===== src/rtl/dma_stream_pkg.sv =====
// Shared state encoding, width typedefs and chunk-sizing helpers for dma_stream_reader.
package dma_stream_pkg;

  localparam int unsigned DMA_ADDR_W = 8;

  typedef logic [1:0] state_t;

  localparam state_t IDLE    = 2'd0;
  localparam state_t REQ     = 2'd1;
  localparam state_t RELEASE = 2'd2;
  localparam state_t STREAM  = 2'd3;

  typedef logic [DMA_ADDR_W-1:0] count_t;
  typedef logic [DMA_ADDR_W:0]   length_t;

  function automatic int unsigned min_chunk(input int unsigned remaining,
                                            input int unsigned buffer_size);
    return (remaining < buffer_size) ? remaining : buffer_size;
  endfunction

  function automatic int unsigned idx_width(input int unsigned n);
    return (n > 1) ? $clog2(n) : 1;
  endfunction

endpackage


===== src/rtl/dma_stream_reader_line_buffer.sv =====
// Line buffer holding one DMA chunk: captures the first load_count words on load, word-indexed read.
module dma_line_buffer #(
  parameter int unsigned BUFFER_SIZE = 8,
  parameter int unsigned WORD_SIZE   = 16,
  parameter int unsigned COUNT_W     = 8,
  parameter int unsigned IDX_W       = 3
) (
  input  logic                            clk,
  input  logic                            rst_n,
  input  logic                            load,
  input  logic                            clear,
  input  logic [COUNT_W-1:0]              load_count,
  input  logic [BUFFER_SIZE*WORD_SIZE-1:0] load_data,
  input  logic [IDX_W-1:0]                read_index,
  output logic [WORD_SIZE-1:0]            read_data,
  output logic [COUNT_W-1:0]              count,
  output logic                            full,
  output logic                            empty
);

  logic [WORD_SIZE-1:0] words [BUFFER_SIZE];

  // Word 0 sits in the most-significant slice of the DMA buffer.
  always_ff @(posedge clk) begin
    if (load) begin
      for (int unsigned i = 0; i < BUFFER_SIZE; i++) begin
        if (i < 32'(load_count)) begin
          words[i] <= load_data[(BUFFER_SIZE-1-i)*WORD_SIZE +: WORD_SIZE];
        end
      end
    end
  end

  always_ff @(posedge clk) begin
    if (!rst_n) begin
      full  <= 1'b0;
      count <= '0;
    end else if (load) begin
      full  <= 1'b1;
      count <= load_count;
    end else if (clear) begin
      full  <= 1'b0;
    end
  end

  assign empty     = ~full;
  assign read_data = words[read_index];

endmodule


===== src/rtl/dma_stream_reader.sv =====
// Splits a job into DMA chunks and streams the words out on valid/ready.
// DMA_STREAM_PREFETCH_EN selects ping-pong line buffers with next-chunk prefetch.
module dma_stream_reader
  import dma_stream_pkg::*;
#(
  parameter int unsigned BUFFER_SIZE       = 8,
  parameter int unsigned WORD_SIZE         = 16,
  parameter int unsigned MEM_ADDRESS_WIDTH = 8
) (
  input  logic                             clk,
  input  logic                             rst_n,
  input  logic                             i_start,
  input  logic [MEM_ADDRESS_WIDTH-1:0]     i_base_address,
  input  logic [MEM_ADDRESS_WIDTH:0]       i_length,
  output logic                             o_busy,
  output logic                             o_done,
  output logic                             o_dma_read,
  output logic [MEM_ADDRESS_WIDTH-1:0]     o_dma_address,
  output logic [MEM_ADDRESS_WIDTH-1:0]     o_dma_count,
  input  logic [BUFFER_SIZE*WORD_SIZE-1:0] i_dma_buffer,
  input  logic                             i_dma_ready,
  output logic [WORD_SIZE-1:0]             o_data,
  output logic                             o_valid,
  input  logic                             i_ready,
  output logic                             o_last
);

  localparam int unsigned AW    = MEM_ADDRESS_WIDTH;
  localparam int unsigned IDX_W = idx_width(BUFFER_SIZE);

  state_t               state;
  logic [AW-1:0]        cur_addr;
  logic [AW-1:0]        chunk;
  logic [AW:0]          remaining;
  logic [IDX_W-1:0]     rd_idx;
  logic                 busy;
  logic                 done;
  logic                 dma_read;
  logic                 valid;
  logic                 accept;
  logic                 chunk_end;
  logic [WORD_SIZE-1:0] word;

  function automatic logic [AW-1:0] chunk_of(input logic [AW:0] rem);
    return AW'(min_chunk(32'(rem), BUFFER_SIZE));
  endfunction

  assign accept        = valid && i_ready;
  assign o_valid       = valid;
  assign o_data        = valid ? word : '0;
  assign o_busy        = busy;
  assign o_done        = done;
  assign o_dma_read    = dma_read;
  assign o_dma_address = cur_addr;
  assign o_dma_count   = chunk;

`ifdef DMA_STREAM_PREFETCH_EN

  logic [AW-1:0]        line_count [2];
  logic [WORD_SIZE-1:0] line_word  [2];
  logic [1:0]           line_full;
  logic [1:0]           line_empty;
  logic [1:0]           load;
  logic [1:0]           clear;
  logic [1:0]           last_chunk;
  logic                 wr_sel;
  logic                 rd_sel;
  logic                 fetch_load;

  assign fetch_load = (state == REQ) && dma_read && i_dma_ready && line_empty[wr_sel];

  for (genvar b = 0; b < 2; b++) begin : g_line
    assign load[b]  = fetch_load && (wr_sel == 1'(b));
    assign clear[b] = accept && chunk_end && (rd_sel == 1'(b));

    dma_line_buffer #(
      .BUFFER_SIZE(BUFFER_SIZE),
      .WORD_SIZE  (WORD_SIZE),
      .COUNT_W    (AW),
      .IDX_W      (IDX_W)
    ) u_line (
      .clk       (clk),
      .rst_n     (rst_n),
      .load      (load[b]),
      .clear     (clear[b]),
      .load_count(chunk),
      .load_data (i_dma_buffer),
      .read_index(rd_idx),
      .read_data (line_word[b]),
      .count     (line_count[b]),
      .full      (line_full[b]),
      .empty     (line_empty[b])
    );
  end

  assign word      = line_word[rd_sel];
  assign valid     = busy && line_full[rd_sel];
  assign chunk_end = (AW'(rd_idx) == line_count[rd_sel] - AW'(1));
  assign o_last    = valid && chunk_end && last_chunk[rd_sel];

  // Fetch side walks REQ/RELEASE/STREAM independently; the stream side ends the job.
  always_ff @(posedge clk) begin
    if (!rst_n) begin
      state      <= IDLE;
      cur_addr   <= '0;
      chunk      <= '0;
      remaining  <= '0;
      rd_idx     <= '0;
      busy       <= 1'b0;
      done       <= 1'b0;
      dma_read   <= 1'b0;
      wr_sel     <= 1'b0;
      rd_sel     <= 1'b0;
      last_chunk <= '0;
    end else begin
      done <= 1'b0;
      case (state)
        IDLE: begin
          if (i_start) begin
            if (i_length != '0) begin
              cur_addr  <= i_base_address;
              remaining <= i_length;
              chunk     <= chunk_of(i_length);
              dma_read  <= 1'b1;
              busy      <= 1'b1;
              wr_sel    <= 1'b0;
              rd_sel    <= 1'b0;
              rd_idx    <= '0;
              state     <= REQ;
            end else begin
              done <= 1'b1;
            end
          end
        end
        REQ: begin
          if (fetch_load) begin
            last_chunk[wr_sel] <= ({1'b0, chunk} == remaining);
            dma_read  <= 1'b0;
            cur_addr  <= cur_addr + chunk;
            remaining <= remaining - {1'b0, chunk};
            wr_sel    <= ~wr_sel;
            state     <= RELEASE;
          end
        end
        RELEASE: begin
          if (!i_dma_ready) begin
            state <= STREAM;
          end
        end
        STREAM: begin
          if ((remaining != '0) && line_empty[wr_sel]) begin
            chunk    <= chunk_of(remaining);
            dma_read <= 1'b1;
            state    <= REQ;
          end
        end
        default: state <= IDLE;
      endcase

      if (accept) begin
        if (chunk_end) begin
          rd_idx <= '0;
          rd_sel <= ~rd_sel;
          if (last_chunk[rd_sel]) begin
            done     <= 1'b1;
            busy     <= 1'b0;
            dma_read <= 1'b0;
            state    <= IDLE;
          end
        end else begin
          rd_idx <= rd_idx + 1'b1;
        end
      end
    end
  end

`else

  logic [AW-1:0] line_count;
  logic          line_full;
  logic          line_empty;
  logic          load;
  logic          clear;

  assign load  = (state == REQ) && dma_read && i_dma_ready && line_empty;
  assign clear = accept && chunk_end;

  dma_line_buffer #(
    .BUFFER_SIZE(BUFFER_SIZE),
    .WORD_SIZE  (WORD_SIZE),
    .COUNT_W    (AW),
    .IDX_W      (IDX_W)
  ) u_line (
    .clk       (clk),
    .rst_n     (rst_n),
    .load      (load),
    .clear     (clear),
    .load_count(chunk),
    .load_data (i_dma_buffer),
    .read_index(rd_idx),
    .read_data (word),
    .count     (line_count),
    .full      (line_full),
    .empty     (line_empty)
  );

  assign valid     = (state == STREAM) && line_full;
  assign chunk_end = (AW'(rd_idx) == line_count - AW'(1));
  assign o_last    = valid && chunk_end && (remaining == '0);

  always_ff @(posedge clk) begin
    if (!rst_n) begin
      state     <= IDLE;
      cur_addr  <= '0;
      chunk     <= '0;
      remaining <= '0;
      rd_idx    <= '0;
      busy      <= 1'b0;
      done      <= 1'b0;
      dma_read  <= 1'b0;
    end else begin
      done <= 1'b0;
      case (state)
        IDLE: begin
          if (i_start) begin
            if (i_length != '0) begin
              cur_addr  <= i_base_address;
              remaining <= i_length;
              chunk     <= chunk_of(i_length);
              dma_read  <= 1'b1;
              busy      <= 1'b1;
              state     <= REQ;
            end else begin
              done <= 1'b1;
            end
          end
        end
        REQ: begin
          if (load) begin
            dma_read  <= 1'b0;
            cur_addr  <= cur_addr + chunk;
            remaining <= remaining - {1'b0, chunk};
            state     <= RELEASE;
          end
        end
        RELEASE: begin
          if (!i_dma_ready) begin
            rd_idx <= '0;
            state  <= STREAM;
          end
        end
        STREAM: begin
          if (accept) begin
            if (chunk_end) begin
              rd_idx <= '0;
              if (remaining != '0) begin
                chunk    <= chunk_of(remaining);
                dma_read <= 1'b1;
                state    <= REQ;
              end else begin
                done  <= 1'b1;
                busy  <= 1'b0;
                state <= IDLE;
              end
            end else begin
              rd_idx <= rd_idx + 1'b1;
            end
          end
        end
        default: state <= IDLE;
      endcase
    end
  end

`endif

endmodule


===== config.mk =====
export PLATFORM = sky130hd
export DESIGN_NAME = dma_stream_reader
export DESIGN_NICKNAME = d
export VERILOG_FILES = /design/src/rtl/dma_stream_pkg.sv /design/src/rtl/dma_stream_reader_line_buffer.sv /design/src/rtl/dma_stream_reader.sv
export SDC_FILE = /design/constraint.sdc
export NUM_CORES = 1
export LEC_CHECK = 0
export CORE_MARGIN = 3
export CORE_UTILIZATION = 50
export CTS_CLUSTER_SIZE = 10
export DETAILED_ROUTE_END_ITERATION = 8
export PLACE_DENSITY = 0.8
export SETUP_SLACK_MARGIN = 0.1
export SKIP_CTS_REPAIR_TIMING = 1
export SLEW_MARGIN = 25
export SYNTH_ARGS = -nofsm -noshare
export SYNTH_HDL_FRONTEND = slang
export SYNTH_HIERARCHICAL = 1
export SYNTH_SLANG_ARGS = --single-unit

===== constraint.sdc =====
create_clock -name clk -period 4.2 [get_ports clk]
set_input_delay 0.42 -clock clk [delete_from_list [all_inputs] [get_ports clk]]
set_output_delay 0.42 -clock clk [all_outputs]
set_load 0.03 [all_outputs]

After elaboration in Yosys (flattened, before gate mapping)
Memories as Yosys holds them, arrays and structs flattened. A register that Yosys moved wholly into a read port is not among the register bits.
Cells that the tools add are included.
Storage, ports and cells
  bits in writable memories: 128
  bits of input ports: 150
  memories: 1
  register bits after elaboration: 42
Memories
  u_line.words: depth 8, bits a word 16, read ports 1, clocked after memory_dff 1, wr ports 8, RTL line dma_stream_reader_line_buffer.sv:21  | logic [WORD_SIZE-1:0] words [BUFFER_SIZE];
Cells by class
  bitwise operators: 1
  eq/ne operators: 12
  multiplexer cells: 74
  order comparisons: 10
  reduce and logical (&&, ||, !) cells: 23
  $add $sub $neg: 4
Operator list (number)
  two-way mux 8 bit: 10
  two-way mux 1 bit: 41
  < comparator 3 x 8 -> 1 bit (first input constant): 4
  one-hot mux 8 bit (2 select lines): 2
  two-way mux 9 bit: 3
  < comparator 9 x 4 -> 1 bit (second input constant): 2
  one-hot mux 9 bit (2 select lines): 1
  AND reduction 6 bit: 3
  nonzero test 9 bit: 2
  < comparator 1 x 8 -> 1 bit (first input constant): 2
  < comparator 2 x 8 -> 1 bit (first input constant): 2
  two-way mux 16 bit: 1
  two-way mux 3 bit: 5
  inequality test 2 bit (second input constant): 7
  two-way mux 2 bit: 6
  zero test 9 bit: 1
  subtractor 9 x 8 -> 9 bit: 1
  adder 8 bit: 1
  == test 3 x 8 -> 1 bit: 1
  logical AND 1 bit: 8
  one-hot mux 2 bit (4 select lines): 1
  nonzero test 2 bit: 4
  subtractor 8 x 1 -> 8 bit (second input constant): 1
  AND reduction 7 bit: 1
  other kinds (12): 14

Longest topological paths before layout
Gate-level depths: netlist of the first run.
  depth after elaboration: 7
  mapped depth: 9
  gate-level depth less buffers: 9

By module
Netlist of the first run, hierarchy kept.
Modules (own cells, without submodules)
  dma_line_buffer: cells an instance 232, times used 1, area each 5322.6 um^2, sequential area each 4023.9 um^2
  dma_stream_reader: cells an instance 328, times used 1, area each 2747.6 um^2, sequential area each 660.6 um^2

Worst setup path after synthesis of the first run
Ideal clock, no wire load.
  path type: reg2reg
  start: register state[1]
  end: memory u_line.words[6][0] (enable)
  slack: 1.113 ns
  arrival time: 2.676 ns
  buffers on the path: 2
  stages on the path, launching flop included: 9
  library setup time: 0.411 ns
  cell sequence: dfxtp_1 -> inv_1 -> ha_1 -> inv_1 -> clkbuf_1 -> nor2_1 -> buf_2 -> nand3_1 -> o21ai_0
RTL lines
  from (decl): RTL line dma_stream_reader.sv:31  | state_t state;
  from (signal assigned): RTL line dma_stream_reader.sv:213  | state <= IDLE;
  from (signal assigned): RTL line dma_stream_reader.sv:232  | state <= REQ;
  from (signal assigned): RTL line dma_stream_reader.sv:243  | state <= RELEASE;
  to (decl): RTL line dma_stream_reader_line_buffer.sv:21

==> results.py, run 1 <==
metrics = {
    "drt": {
        "drc": 0,
        "antenna_left": 0,
        "drt-initial-drc-count": 665,
        "highest_layer": "met4",
        "viasPerCell": 5.929,
        "totalWireLength_mm": 22.62,
        "m1WireLength_mm": 9.421,
        "vias": 5810,
        "wire_per_inst_um": 23.08,
        "dr_wl_met2_mm": 10.53,
        "firstDrtPassIters": 5,
        "wl_met3_mm": 2.035,
    },
    "power": {
        "p_int_mw": 3.652,
        "seq_power_share": 0.398,
        "powerDensity_nw_per_um2": 510.1,
        "leakage_nw": 3.766,
        "power.switching_mw": 1.840,
        "power_frac_comb": 0.318,
        "max-vdd-ir-drop_uv": 312.7,
        "p_sw_frac": 0.3350,
        "p_total_mw": 5.492,
        "power_frac_clock": 0.284,
    },
    "critical_path": {
        "crit_required_ns": 3.78,
        "crit_path_max_fanout": 27,
        "setup.worst_path.class": "flip-flop to output port",
        "crit_path_start_kind": "flip-flop",
        "end_kind": "output port",
        "arrival_ns": 3.12,
    },
    "yosys": {
        "synthCells": 560,
        "synth_area_leaders": "edfxtp_1, dfxtp_1, mux4_1",
        "synth_nets": 734,
        "yosysUniqueCellTypes": 72,
        "seq_area_frac_synth": 0.5805,
        "synth-main-ff-cell": "edfxtp_1",
        "synthesis.area_um2": 8070,
        "netlist.area_leader.share": 0.4763,
        "synth_edf_count": 128,
        "async_flop_share": 0,
        "syn_avg_cell_area_um2": 14.41,
        "synth_area_leader_cell": "edfxtp_1",
        "ys_ff_latch": 170,
        "yosysWarningCount": 6,
    },
    "grt": {
        "antenna_found_initial": 2,
        "grt_overflow": 0,
        "grt_max_degree": 40,
        "grt_pass1_wl_mm": 34.16,
        "track_usage": 0.2564,
        "grt_pass1_vias": 5721,
    },
    "sta": {
        "fin_skew_ns": 0.01415,
        "hold_ws_ns": 0.5011,
        "fin_setup_tns_ns": 0,
        "fin_crit_ns": 3.536,
        "setup_viol": 0,
        "slew_headroom": 0.2796,
        "tightest_slew_ns": 1.081,
        "hold_viol": 0,
        "slew_violations": 0,
        "rsz0062_at_grt": "no",
        "clock.fmax_ghz": 0.2828,
        "finalCritPeriodShare": 0.8419,
    },
    "floorplanning": {
        "dieHeight_um": 133.0,
        "initial_core_util": 0.5212,
        "io_pins": 187,
        "fp.dieW_um": 133.0,
        "die-area_um2": 17700,
        "core_area_um2": 15480,
        "rows": 45,
    },
    "placement": {
        "io_buffer_count": 186,
        "placed_area_um2": 10160,
        "gp_congestion": 0.9225,
        "hpwl_mm": 16.37,
        "dpl.cell_count": 946,
    },
    "clock_tree": {
        "insertion_delay_ns": 0.43,
        "cts_max_path_buffers": 2,
        "clkSinkCount": 170,
        "cts_tree": "built",
        "cts_inserted_buffers": 17,
        "clock-root-buffer": "clkbuf_16",
        "cts_max_level": 4,
        "clkTransAtPathRegs_ns": 0.06,
    },
    "hold_path": {
        "hp-class": "flip-flop to flip-flop",
    },
    "final_layout": {
        "drive_above_1_share": 0.1173,
        "stdcell_count": 980,
        "design_area_um2": 10770,
        "nNetsFinal": 928,
        "final_cell_mix": "clkdlybuf4s50_1, edfxtp_1, dfxtp_1",
        "area_growth_pct": 33.41,
        "final_common_cell": "clkdlybuf4s50_1",
    },
    "job": {
        "maxCapViolCount": 0,
    },
    "run_status": {
        "outcome": "finished clean",
    },
}
[flip-flops by register name, summed over array words and instances, names as in the netlist]
| name | cells |
|---|---|
| o_busy | 1 |
| rd_idx | 3 |
| u_line/words | 128 |
| u_line/full | 1 |
| u_line/count | 8 |
| remaining | 9 |
| o_dma_count | 8 |
| o_dma_address | 8 |
| o_dma_read | 1 |
| o_done | 1 |
| state | 2 |
[synthesized netlist by cell type, types with 4 or more instances]
master	count
inv_1	31
nand2_1	26
and3_1	24
o2111ai_1	4
buf_2	4
nand3_1	8
xnor2_1	5
buf_1	4
mux2_2	16
or4_1	4
mux2i_1	15
a21oi_1	16
or3_1	6
a31oi_1	6
xor2_1	5
mux4_2	4
a21boi_0	5
mux4_1	28
nor2_1	27
buf_6	4
o21ai_0	18
nor3_1	6
nor2b_1	11
a211oi_1	12
clkbuf_1	10
ha_1	22
dfxtp_1	42
edfxtp_1	128
[final timing paths]
| kind | from | end | slack [ns] | cells past startpoint |
|---|---|---|---|---|
| hold / removal | o_dma_read | o_dma_read | 0.50 | 2 |
| hold reg to reg | o_dma_read | o_dma_read | 0.50 | 2 |
| setup reg to reg | u_line/full | u_line/words[2][15] | 1.26 | 5 |
| setup / recovery | rd_idx[0] | o_data[7] | 0.66 | 5 |
[kinds of logic after synthesis]
| group | count (synthesis) | share of synthesized area |
|---|---|---|
| compound gates | 96 | 0.09086 |
| xor+xnor | 10 | 0.01085 |
| fa+ha+maj | 24 | 0.03907 |
| buf+inv | 56 | 0.03302 |
| flops | 170 | 0.5805 |
| mux | 63 | 0.1433 |
| simple gates | 141 | 0.1025 |
[layout make-up]
cell class / instances / area, µm²
Timing Repair Buffer: 200 / 1967
Inverter: 31 / 116.4
Antenna cell: 2 / 5.005
Clock inverter: 14 / 160.2
Sequential cell: 170 / 4687
Tap cell: 211 / 264.0
Clock buffer: 18 / 429.2
Fill cell: 1023 / 4717
Multi-Input combinational cell: 334 / 3138
[critical path: stages (launching register included)]
cell and delay [ns]:
dfxtp_2 0.54, buf_4 0.45, mux4_1 0.63, mux2_2 0.27
and3_1 0.19, clkdlybuf4s50_1 0.60
[routing by layer]
layer	track usage	vias to the layer above
li1	-	2598
met1	0.3708	2826
met2	0.3860	338
met3	0.05285	48
met4	0.09469	0
met5	0	-
[metrics by stage]
step,setup WS (ns),util
floorplan,1.113,-
global placement,1.136,0.6565
detailed placement,1.109,0.6565
CTS,0.6551,0.6945
global route,0.5585,0.6954
finish,0.6642,0.6954
[power by group through the flow]
| stage | combinational, mW | sequential [mW] | clock (mW) |
|---|---|---|---|
| global placement | 1.65 | 2.20 | 0 |
| detailed placement | 1.72 | 2.21 | 0 |
| floorplan | 1.06 | 2.26 | 0 |
| finish | 1.75 | 2.19 | 1.56 |
| CTS | 1.73 | 2.18 | 1.58 |
| global route | 1.91 | 2.20 | 1.65 |
No activity file was read; power rests on OpenSTA's default activity.
==> run 2: changes to the inputs <==
==> constraint.sdc (replaced) <==
create_clock -name clk -period 3.6 [get_ports clk]
set_input_delay 0.36 -clock clk [delete_from_list [all_inputs] [get_ports clk]]
set_output_delay 0.36 -clock clk [all_outputs]
set_load 0.03 [all_outputs]
==> results.py, run 2 (same netlist as run 1, synthesis figures left out) <==
metrics = {
    "drt": {
        "firstDrtPassIters": 5,
        "viasPerCell": 5.881,
        "drt-initial-drc-count": 674,
        "vias": 5734,
        "wire_per_inst_um": 22.38,
        "totalWireLength_mm": 21.82,
        "antenna_left": 0,
        "drc": 0,
    },
    "hold_path": {
        "hp-class": "input port to flip-flop",
    },
    "critical_path": {
        "end_kind": "output port",
        "arrival_ns": 2.96,
        "crit_path_max_fanout": 29,
        "crit_path_start_kind": "flip-flop",
        "crit_required_ns": 3.24,
        "cpMaxStageDelayCell": "mux4_1",
        "critical_path.cell_chain": "buf_12, mux4_1, mux2_2, and3_1, clkdlybuf4s50_1",
        "max_stage_delay_ns": 0.66,
        "setup.worst_path.class": "flip-flop to output port",
    },
    "clock_tree": {
        "clock-root-buffer": "clkbuf_16",
        "cts_inserted_buffers": 17,
        "clkSinkCount": 170,
        "clkTransAtPathRegs_ns": 0.07,
        "cts_max_path_buffers": 2,
        "cts_max_level": 4,
        "cts_tree": "built",
        "insertion_delay_ns": 0.43,
    },
    "run_status": {
        "outcome": "finished clean",
    },
    "power": {
        "p_total_mw": 6.430,
        "leakage_nw": 3.735,
        "powerDensity_nw_per_um2": 599.1,
        "max-vdd-ir-drop_uv": 384.1,
    },
    "final_layout": {
        "nFillCells": 1009,
        "area_growth_pct": 32.99,
        "drive_above_1_share": 0.1130,
        "nNetsFinal": 922,
        "regArea_um2": 4690,
        "top_regs": "u_line/words: 128 flops, remaining: 9 flops",
        "final_cell_mix": "clkdlybuf4s50_1, edfxtp_1, dfxtp_1",
        "largest_reg_flops": 128,
        "multiInputGateArea_um2": 3132,
        "design_area_um2": 10730,
        "final_util": 0.6932,
        "regMostFlops": "u_line/words",
        "final_common_cell": "clkdlybuf4s50_1",
        "stdcell_count": 975,
    },
    "placement": {
        "hpwl_mm": 15.15,
        "dpl.cell_count": 940,
        "io_buffer_count": 186,
        "placed_area_um2": 10130,
        "gp_congestion": 0.9064,
    },
    "grt": {
        "grt_pass1_vias": 5848,
        "grt_pass1_wl_mm": 33.02,
        "grt_overflow": 0,
        "grt_max_degree": 40,
        "antenna_found_initial": 4,
        "track_usage": 0.2450,
    },
    "floorplanning": {
        "core_area_um2": 15480,
        "rows": 45,
        "initial_core_util": 0.5212,
        "io_pins": 187,
        "dieHeight_um": 133.0,
        "die-area_um2": 17700,
        "fp.dieW_um": 133.0,
    },
    "sta": {
        "rsz0062_at_grt": "no",
        "finalCritPeriodShare": 0.9233,
        "setup_viol": 0,
        "hold_viol": 0,
        "slew_violations": 0,
        "fin_setup_tns_ns": 0,
        "tightest_slew_ns": 1.080,
        "fin_skew_ns": 0.006557,
        "slew_headroom": 0.2799,
        "clock.fmax_ghz": 0.3008,
        "fin_crit_ns": 3.324,
    },
    "job": {
        "maxCapViolCount": 0,
    },
}
==> run 2: changes by cell type in the layout (fill, tap and decap cells not counted), sizes merged <==
cell and delta:
buf -6, clkinv -3, clkbuf +1, clkinvlp +1, diode +1, inv +1
==> run 2: worst max-delay path: cells and delay by family, from the launching register on <==
family,cells,cell delay [ns]
buffers and inverters,2,0.90
DFF,1,0.48
and+or+nand+nor,1,0.17
muxes,2,0.96
==> run 2: cell type report <==
type / count / share of cell area
multi-input combinational: 334 / 0.2918
antenna: 3 / 0.0006995
inverter: 31 / 0.01084
sequential: 170 / 0.4369
clock inverter: 13 / 0.01457
tap: 211 / 0.02460
clock buffer: 19 / 0.04034
timing repair buffer: 194 / 0.1802
==> run 2: path summary, 6_finish.rpt <==
path	startpoint	to	slack [ns]	cells past startpoint
worst max register to register	u_line/full	u_line/words[6][15]	0.71	5
worst min register to register	o_dma_address[4]	o_dma_address[4]	0.53	2
worst max-delay path	rd_idx[0]	o_data[2]	0.28	5
worst min-delay path	i_dma_buffer[61]	u_line/words[4][13]	0.48	1
==> run 2: per-stage QoR <==
stage / setup WS (ns) / hold WS [ns]
floorplan: 0.5129 / 0.4589
global placement: 0.7332 / 0.4959
detailed placement: 0.5955 / 0.4849
CTS: 0.2226 / 0.4627
global route: 0.2199 / 0.4605
finish: 0.2760 / 0.4783
==> run 2: metal layers <==
metal	up-vias	global-route usage	share of wire
met2	282	0.3925	0.49
met3	46	0.05932	0.074
met1	2817	0.3218	0.41
met4	2	0.1016	0.033
met5	-	0	0.00060
li1	2587	-	-
==> run 2: where the power goes <==
| group | total, mW | leakage [nW] | switching [mW] | internal (mW) |
|---|---|---|---|---|
| combinational | 2.03 | 1.95 | 1.14 | 0.894 |
| clock | 1.86 | 0.288 | 0.815 | 1.04 |
| sequential | 2.54 | 1.50 | 0.224 | 2.31 |
| total | 6.43 | 3.73 | 2.18 | 4.25 |
==> edit: new RTL, flow settings as in run 2 <==
The option `DMA_STREAM_PREFETCH_EN` is turned on by a define.
--- a/src/rtl/dma_stream_reader.sv
+++ b/src/rtl/dma_stream_reader.sv
@@ -1,5 +1,7 @@
 // Splits a job into DMA chunks and streams the words out on valid/ready.
 // DMA_STREAM_PREFETCH_EN selects ping-pong line buffers with next-chunk prefetch.
+`define DMA_STREAM_PREFETCH_EN
+
 module dma_stream_reader
   import dma_stream_pkg::*;
 #(
Function: changed (a bounded check fails within 4 cycles, from zero or initial values and one cycle with rst_n low).
==> edit against run 2 <==
  * Critical path type unchanged
  * Final area up 57%
  * Critical endpoint is now o_data[13]
  * Global-route usage decreased by 0.37 points
  * Routed wire length grew 63%
  * Synthesized area rose by 66%
  * Critical path depth rose by 1
  * Total power is 22% higher
  * Worst setup slack lost 98 ps
  * First-iteration DRC count up 22%
  * Sequential cell count rose by 141
  * Non-clock buffer count up 24
==> edit: results (changes against run 2) <==
[final_layout]
top_regs=g_line.u_line/words x256, g_line.u_line/count x16, remaining x9
clock_area_share_pct=6.074  ; +0.58 points
nonClkBufAreaFrac_pct=12.84  ; -5.2 points
inverters=26  ; -16%
multi_input_area_share_pct=25.68  ; -3.5 points
signal_buffers=218  ; +12%
diodes=0  ; -3
fill_cells=1767  ; +75%
drive_gt1_share_pct=12.18  ; +0.88 points
multi_input_gates=434  ; +30%

[synth]
synth_common_cells=256 x edfxtp_1, 56 x mux4_1, 55 x dfxtp_1
synth_compound_area_share_pct=4.816  ; -4.3 points
muxShareOfSynthArea_pct=18.04  ; +3.7 points
ys_seq_area_share_pct=65.68  ; +7.6 points
ys_types=56  ; -22%
syn_avg_cell_area_um2=16.58  ; +15%
synth-edff-count=256  ; +100%
ys_top_cells_by_area=edfxtp_1 57%, mux4_1 11%, dfxtp_1 8.2%, mux2i_1 2.9%, mux2_2 2.8%

[placement]
dp_hpwl_um=23700  ; +56%

[clock_network]
clk_latency_ps=530  ; +100 ps
clockBufferDepth=3  ; +1

[worst_hold_path]
min_to=o_dma_address[5]
hp-start=i_base_address[5]
worstHoldPathCells=3  ; +2

[grt]
antenna_found_initial=2  ; -2
gr-usage-all-layers_pct=24.13  ; -0.37 points
grt_max_degree=65  ; +63%
grt_pass1_wl_um=51360  ; +56%

[sta]
hold_ws_ps=408.2  ; -70.02 ps
skew_ps=17.57  ; +11.01 ps
period_share_pct=95.04  ; +2.7 points

[worst_setup_path]
r2r_cells=9  ; +4
crit_arrival_ps=3060  ; +100 ps
critPathCapture=o_data[13]
worst_r2r_endpoint=g_line[0].u_line/full
r2r_slack_ps=850  ; +140 ps
crit_path_max_fanout=32  ; +10%
critPathSlowestCell=clkdlybuf4s50_1

[detailed_routing]
avgRoutedWirePerCell_um=25.87  ; +16%
dr_total_vias=8296  ; +45%

[status]
outcome=finished, final reports clean

[floorplan]
rows=59  ; +31%

[power_and_ir_drop]
vdd_drop_max_uv=300.1  ; -22%

## edit: report_power, final
| part | internal (W) | leakage, nW | switching, W | total (W) |
|---|---|---|---|---|
| sequential | 0.00394 | 2.75 | 0.0000419 | 0.00398 |
| combinational | 0.000311 | 2.51 | 0.000304 | 0.000616 |
| clock | 0.00188 | 0.494 | 0.00136 | 0.00324 |
| total | 0.00613 | 5.75 | 0.00171 | 0.00784 |
## edit: worst reg2reg max path, delay by kind of cell (launching register included)
kind	cells	cell delay, ps
fa+ha+maj	1	230
simple gates	4	1310
mux	1	320
xor+xnor	2	290
flops	1	410
compound gates	1	100
## edit: metal layers
| metal | up-vias | part of all wire, % | track usage, % |
|---|---|---|---|
| met2 | 393 | 52 | 42.55 |
| met1 | 4168 | 38 | 30.04 |
| li1 | 3662 | - | - |
| met4 | 4 | 2.8 | 8.144 |
| met5 | - | 0.076 | 0 |
| met3 | 69 | 7.5 | 4.635 |
